[config.mk]
export PLATFORM = sky130hd
export DESIGN_NAME = wb_sram_bridge
export DESIGN_NICKNAME = d
export VERILOG_FILES = /design/src/rtl/wb_sram_bridge.sv
export SDC_FILE = /design/constraint.sdc
export NUM_CORES = 1
export LEC_CHECK = 0
export CORE_MARGIN = 2
export CORE_UTILIZATION = 36
export CTS_CLUSTER_DIAMETER = 30
export DETAILED_ROUTE_END_ITERATION = 6
export PLACE_DENSITY_LB_ADDON = 0.2
export SETUP_SLACK_MARGIN = 0.1
export SLEW_MARGIN = 30
export SYNTH_ARGS = -nofsm -noshare
export SYNTH_HDL_FRONTEND = slang
export SYNTH_SLANG_ARGS = --single-unit
export TNS_END_PERCENT = 50
[constraint.sdc]
create_clock -name i_clk -period 5.6 [get_ports i_clk]
set_input_delay 0.84 -clock i_clk [delete_from_list [all_inputs] [get_ports i_clk]]
set_output_delay 0.84 -clock i_clk [all_outputs]
set_load 0.02 [all_outputs]
[src/rtl/wb_sram_bridge.sv]
// wb_sram_bridge: 16-bit Wishbone slave driving an 8-bit async SRAM as byte accesses with wait states.
// Optional WB_SRAM_RANGE_CHECK_EN: accesses at or above MEM_WORDS return wb_err instead of touching the SRAM.
module wb_sram_bridge #(
    parameter int ADDR_W      = 24,
    parameter int WAIT_CYCLES = 1,
    parameter int MEM_WORDS   = 2**23
) (
    input  logic              i_clk,
    input  logic              i_rst,
    input  logic              wb_cyc,
    input  logic              wb_stb,
    input  logic              wb_we,
    input  logic [ADDR_W-1:0] wb_adr,
    input  logic [1:0]        wb_sel,
    input  logic [15:0]       wb_i_dat,
    output logic [15:0]       wb_o_dat,
    output logic              wb_ack,
    output logic              wb_err,
    output logic [ADDR_W:0]   sram_addr,
    output logic [7:0]        sram_dq_o,
    input  logic [7:0]        sram_dq_i,
    output logic              sram_dq_oe,
    output logic              sram_ce_n,
    output logic              sram_oe_n,
    output logic              sram_we_n
);
    typedef enum logic [2:0] {IDLE, SETUP, ACCESS, HOLD, RESP} state_t;

    state_t            state, state_d;
    logic [ADDR_W-1:0] adr_q, adr_d;
    logic              we_q, we_d;
    logic [1:0]        sel_q, sel_d;
    logic [15:0]       dat_q, dat_d;
    logic              bsel_q, bsel_d;
    logic [3:0]        cnt_q, cnt_d;
    logic              abort_q, abort_d;
    logic [15:0]       rdat_d;
    logic              err_d, range_err, last, stop, acc_done, active_d;

`ifdef WB_SRAM_RANGE_CHECK_EN
    assign range_err = 64'(wb_adr) >= 64'(MEM_WORDS);
`else
    logic unused_mem_words;
    assign unused_mem_words = |MEM_WORDS;
    assign range_err = 1'b0;
`endif

    always_comb begin
        state_d  = state;
        adr_d    = adr_q;
        we_d     = we_q;
        sel_d    = sel_q;
        dat_d    = dat_q;
        bsel_d   = bsel_q;
        cnt_d    = cnt_q;
        abort_d  = abort_q | ~wb_cyc;
        rdat_d   = wb_o_dat;
        err_d    = 1'b0;
        last     = bsel_q | ~sel_q[1];
        stop     = abort_q | ~wb_cyc;
        acc_done = cnt_q == 4'(WAIT_CYCLES);
        case (state)
            IDLE: begin
                abort_d = 1'b0;
                if (wb_cyc && wb_stb) begin
                    if (range_err) begin
                        state_d = RESP;
                        err_d   = 1'b1;
                    end else begin
                        adr_d   = wb_adr;
                        we_d    = wb_we;
                        sel_d   = wb_sel;
                        dat_d   = wb_i_dat;
                        bsel_d  = ~wb_sel[0];
                        // clearing up front makes unselected read bytes return zero
                        rdat_d  = wb_we ? wb_o_dat : 16'h0000;
                        state_d = (wb_sel == 2'b00) ? RESP : SETUP;
                    end
                end
            end
            SETUP: begin
                state_d = ACCESS;
                cnt_d   = 4'd0;
            end
            ACCESS: begin
                if (!acc_done) cnt_d = cnt_q + 4'd1;
                else if (we_q) state_d = HOLD;
                else begin
                    rdat_d  = bsel_q ? {sram_dq_i, wb_o_dat[7:0]} : {wb_o_dat[15:8], sram_dq_i};
                    bsel_d  = 1'b1;
                    state_d = stop ? IDLE : last ? RESP : SETUP;
                end
            end
            HOLD: begin
                bsel_d  = 1'b1;
                state_d = stop ? IDLE : last ? RESP : SETUP;
            end
            RESP:    state_d = IDLE;
            default: state_d = IDLE;
        endcase
        active_d = state_d inside {SETUP, ACCESS, HOLD};
    end

    // SRAM pins are decoded from the next state so every output comes straight from a flop
    always_ff @(posedge i_clk or negedge i_rst) begin
        if (!i_rst) begin
            state      <= IDLE;
            adr_q      <= '0;
            we_q       <= 1'b0;
            sel_q      <= 2'b00;
            dat_q      <= 16'h0000;
            bsel_q     <= 1'b0;
            cnt_q      <= 4'd0;
            abort_q    <= 1'b0;
            wb_o_dat   <= 16'h0000;
            wb_ack     <= 1'b0;
            wb_err     <= 1'b0;
            sram_addr  <= '0;
            sram_dq_o  <= 8'h00;
            sram_dq_oe <= 1'b0;
            sram_ce_n  <= 1'b1;
            sram_oe_n  <= 1'b1;
            sram_we_n  <= 1'b1;
        end else begin
            state      <= state_d;
            adr_q      <= adr_d;
            we_q       <= we_d;
            sel_q      <= sel_d;
            dat_q      <= dat_d;
            bsel_q     <= bsel_d;
            cnt_q      <= cnt_d;
            abort_q    <= abort_d;
            wb_o_dat   <= rdat_d;
            wb_ack     <= (state_d == RESP) && !err_d;
            wb_err     <= err_d;
            sram_dq_oe <= active_d && we_d;
            sram_ce_n  <= !active_d;
            sram_oe_n  <= !(active_d && !we_d);
            sram_we_n  <= !(we_d && state_d == ACCESS);
            if (active_d) begin
                sram_addr <= {adr_d, bsel_d};
                sram_dq_o <= bsel_d ? dat_d[15:8] : dat_d[7:0];
            end
        end
    end
endmodule

==> results <==
- In this run the critical register-to-register path is launched from state[0].
- The highest achievable clock rate is 326.0 MHz.
- After detailed routing, the number of remaining DRC violations is 0.
- The critical path capture point type is a flop.
- The number of warnings issued by yosys is 0.
- The clock input transition at the sequential cells of the worst setup and hold paths is 0.07 ns.
- The global-route wire length before repair is between 15,000 and 20,000 um.
- The global placer's final weighted congestion is 0.7991.
- Of all nets on the critical path, the largest fanout is 26.
- The total area inside the core boundary comes to 0.01247 mm2.
- In this run the critical register-to-register path is captured at sram_addr[21].
- The path category of the worst min-delay check is input pin to async pin.
- From synthesis to final layout, the design area changed by 32.11%.
- The run finished with clean final reports.
- The number of max-slew violations in the final report is 0.
- The proportion of power drawn by the clock network is 0.175.
- The cell family contributing the most delay on the critical path is buffers and inverters.
- TritonCTS built the clock tree.
- The area of the mapped netlist is 0.004552 mm2.
- The met1 wire length is 4689 um.
- In this run the remaining antenna-violating nets after routing total 0.
- After routing the design area is around 0.0060 mm2.
- The root buffer selected by CTS is sky130_fd_sc_hd__clkbuf_16.
- The net count after synthesis is 463.
- For the final database, setup skew stands at 0.008257 ns.
- The number of buffers inserted by post-CTS setup repair is 0.
- The slew at the pin closest to its max-slew limit is 0.7705 ns.
- The cell internal power dissipation is 2283 uW.
- Pin placement for this block handled 110 I/O pins.
- The number of nets in the layout is 565.
- Wire segments on met3 add up to slightly below 500 um in the final route.
- In this run the worst setup path begins at wb_cyc.
- The maximum clock insertion buffer count is 2.
- The number of different library cells used by synthesis comes to 49.
- The worst-case IR drop observed on VDD is 269.9 uV.
- The switching component of the power is 1326 uW.
- The area of placed instances is 0.005709 mm2.
- Setup repair after global routing left no endpoint under its margin.
- The post-route total power is around 3600 uW.
- Buffers inserted to repair hold after CTS numbered 0.
- The post-CTS resize count is 0.
- The number of input and output port buffers inserted is 108.
- Setup slack on the critical path of the routed design comes to about 2.5 ns.
- In the final layout, the share of cells above drive strength 1 is 0.1618.
- The analysis attributes to cell leakage a power of 0.002665 uW.
- The arrival time at the worst endpoint is 3.31 ns.
- The count of H-tree levels built during CTS is 3.
- The total overflow left after global routing is 0.
- The post-DP HPWL is 6817 um.
- The critical path goes through clkdlybuf4s50_1 -> nor4bb_1 -> o22a_1 -> a311o_2 -> buf_4 -> mux2_4.
- Counting cells, the worst reg-to-reg path comes to 5.
- The worst slack on hold paths is 0.4026 ns.
- The later pin in the worst-skew pair is clocked with a latency of 0.35 ns.
- Dividing the detail-routed via count by the number of cells gives 4.676.
- The cell count after synthesis is 406.
- The top routing layer in use is met4.
- The die extent in x is 116.4 um.
- In the finished design, the share of the clock period the worst path needs comes to 0.5478.
- For this block, the routed nets add up to 10,310 um of wire.
- The kind of critical path is input pin to flop.
- The portion of total power attributed to sequential cells is 0.365.
- STA classifies the critical path startpoint as an input pin.
- The number of antenna diodes in the final layout is 0.
- The post-synthesis sequential element count is approximately 110.
- The endpoint required time on the critical path is ~5.8 ns.
- On the worst path, the slowest cell contributes a delay of between 0.6 and 0.7 ns.
- The number of violations of the max-capacitance limit is 0.
- The number of hold violations in the final report is 0.
- The overall fraction of global-route tracks in use is 0.1620.
- The most used flip-flop cell after synthesis is sky130_fd_sc_hd__dfrtp_1.
- Of the synthesized area, sequential elements account for 0.5781.
- The areal power density over the cells is 600.2 mW/mm2.
- Setup violations remaining at the end of the flow were counted as 0.
- The number of optimization iterations in the first detailed-route pass is 4.
- Counting both buffers and inverters, the worst setup path holds a total of 2.
- The number of rows in the core area is slightly above 40.
- Setup total negative slack on the finished layout was measured at 0 ns.
- Entering global routing, the biggest net connects 77 pins.
- The floorplan step set the die height to 116.4 um.
- Buffers inserted during clock tree synthesis total 9.
- The proportion of register bits with asynchronous set or reset after synthesis is 1.000.
- The area of the die is between 0.01 and 0.015 mm2.
- The final critical path time including I/O delays and setup is between 3 and 4 ns.
- Wire segments on met2 add up to 5017 um in the final route.
- Prior to clock tree synthesis, the placed netlist has a worst setup slack of 2.181 ns.
- For this block, the initial DRC count from the detailed router was roughly 170.
- The number of clock sinks is 105.
- The via count of the first global-routing pass is 3,299.
- The share of total power dissipated in combinational logic is 0.459.
- The per-instance average area after synthesis is approximately 11 um2.
- The initial antenna violation count is 0.
- The detail-routed net length per standard cell is 15.05 um.
- The relative slew slack is 0.4824.
- The register-to-register setup slack is about 2.8 ns.
- The initial standard-cell utilization of the core is 0.3652.
- Counting flops with a built-in enable in the synthesized netlist gives 0.
- The switching share of power is 0.3673.
- The slowest library cell on the worst path is sky130_fd_sc_hd__a311o_2.
- The via count is 3,203.
[stage by stage]
stage	std cells	utilization
3_3_place_gp	669	0.4580
2_1_floorplan	406	-
5_1_grt	685	0.4824
4_1_cts	685	0.4818
6_report	685	0.4824
3_5_place_dp	669	0.4580
[metal layers]
layer | GRT usage | vias up
li1 | - | 1562
met1 | 0.2173 | 1569
met2 | 0.2550 | 63
met3 | 0.05241 | 9
met4 | 0.04286 | 0
met5 | 0 | -
[cell usage after synthesis, types with 2 or more instances]
library cell,number,area [um2]
sky130_fd_sc_hd__mux2_2,13,146.4
sky130_fd_sc_hd__nor3_1,2,10.01
sky130_fd_sc_hd__dfrtp_1,102,2552
sky130_fd_sc_hd__a21oi_2,10,87.58
sky130_fd_sc_hd__inv_1,15,56.30
sky130_fd_sc_hd__o2bb2ai_1,8,70.07
sky130_fd_sc_hd__o22ai_1,8,50.05
sky130_fd_sc_hd__nand2_1,115,431.7
sky130_fd_sc_hd__buf_8,2,30.03
sky130_fd_sc_hd__dfstp_2,3,78.83
sky130_fd_sc_hd__clkbuf_1,3,11.26
sky130_fd_sc_hd__nor2_1,12,45.04
sky130_fd_sc_hd__buf_4,5,37.54
sky130_fd_sc_hd__buf_2,5,25.02
sky130_fd_sc_hd__nor2b_1,2,12.51
sky130_fd_sc_hd__nand3_1,9,45.04
sky130_fd_sc_hd__o21ai_0,16,80.08
sky130_fd_sc_hd__mux2i_1,2,20.02
sky130_fd_sc_hd__nor3_2,5,50.05
sky130_fd_sc_hd__o21ai_1,15,75.07
sky130_fd_sc_hd__ha_1,2,25.02
sky130_fd_sc_hd__or3_4,2,22.52
sky130_fd_sc_hd__mux2_4,19,285.3
sky130_fd_sc_hd__buf_6,5,56.30
sky130_fd_sc_hd__nand2b_1,2,12.51
[sequential cells by signal, summed over array words and instances, names as in the netlist, 3 cells and up]
register and cells:
adr_q 24, sram_dq_o 8, wb_o_dat 16, state 3, cnt_q 4, dat_q 16, sram_addr 25
[cell families (layout without fill, tap and decap cells)]
kind of cell | Yosys count | in the layout | share of synthesized area
muxes | 35 | 35 | 0.1017
AOI/OAI and AO/OA | 69 | 69 | 0.1047
other | 1 | 1 | 0.0008238
and+or+nand+nor | 158 | 158 | 0.1608
DFF | 105 | 105 | 0.5781
adders and majority gates | 2 | 2 | 0.005497
buffers and inverters | 36 | 143 | 0.04838
[worst max-delay path by stage]
stage	end	slack, ns	cells past startpoint
floorplan	sram_addr[14]	3.42	6
global placement	sram_addr[16]	2.18	6
detailed placement	sram_addr[17]	2.18	6
CTS	sram_addr[16]	2.55	6
global route	sram_addr[21]	2.41	6
finish	sram_addr[21]	2.53	6
[layout by cell type (no fill, tap or decap), drive strengths merged, types with 2 or more instances in the layout]
| cell type | netlist | layout |
|---|---|---|
| clkbuf | 3 | 11 |
| mux2i | 2 | 2 |
| or3 | 3 | 3 |
| nor2 | 13 | 13 |
| ha | 2 | 2 |
| nand2b | 3 | 3 |
| nor2b | 2 | 2 |
| a21oi | 11 | 11 |
| nand3 | 9 | 9 |
| nand4 | 2 | 2 |
| mux2 | 33 | 33 |
| o21ai | 32 | 32 |
| o22ai | 8 | 8 |
| buf | 17 | 4 |
| inv | 16 | 17 |
| nand2 | 115 | 115 |
| nor3 | 7 | 7 |
| clkinv | 0 | 3 |
| o2bb2ai | 8 | 8 |
| dfstp | 3 | 3 |
| dfrtp | 102 | 102 |
| clkdlybuf4s50 | 0 | 107 |
[power groups by stage]
stage          Combinational (uW)  Clock, uW  Sequential [uW]
6_report                     1660        633             1320
5_1_grt                      1810        687             1370
4_1_cts                      1670        653             1320
3_3_place_gp                 1640          0             1330
3_5_place_dp                 1670          0             1330
2_1_floorplan                 957          0             1490
[worst register-to-register path: cells and delay by family, from the launching register on]
family | cells | cell delay (ns)
AND/OR/NAND/NOR | 2 | 0.73
multiplexers | 1 | 0.35
flip-flops | 1 | 0.59
buffers and inverters | 1 | 0.48
AO/OA/AOI/OAI | 1 | 0.57
[final cells by class]
cell class,instances,area [um2]
clock buffer,11,242.7
clock inverter,5,53.80
fill,1172,6452
inverter,16,60.06
multi-input combinational,265,1705
sequential,105,2631
tap,172,215.2
timing repair buffer,111,1105
Power figures use the tool's default switching activity.
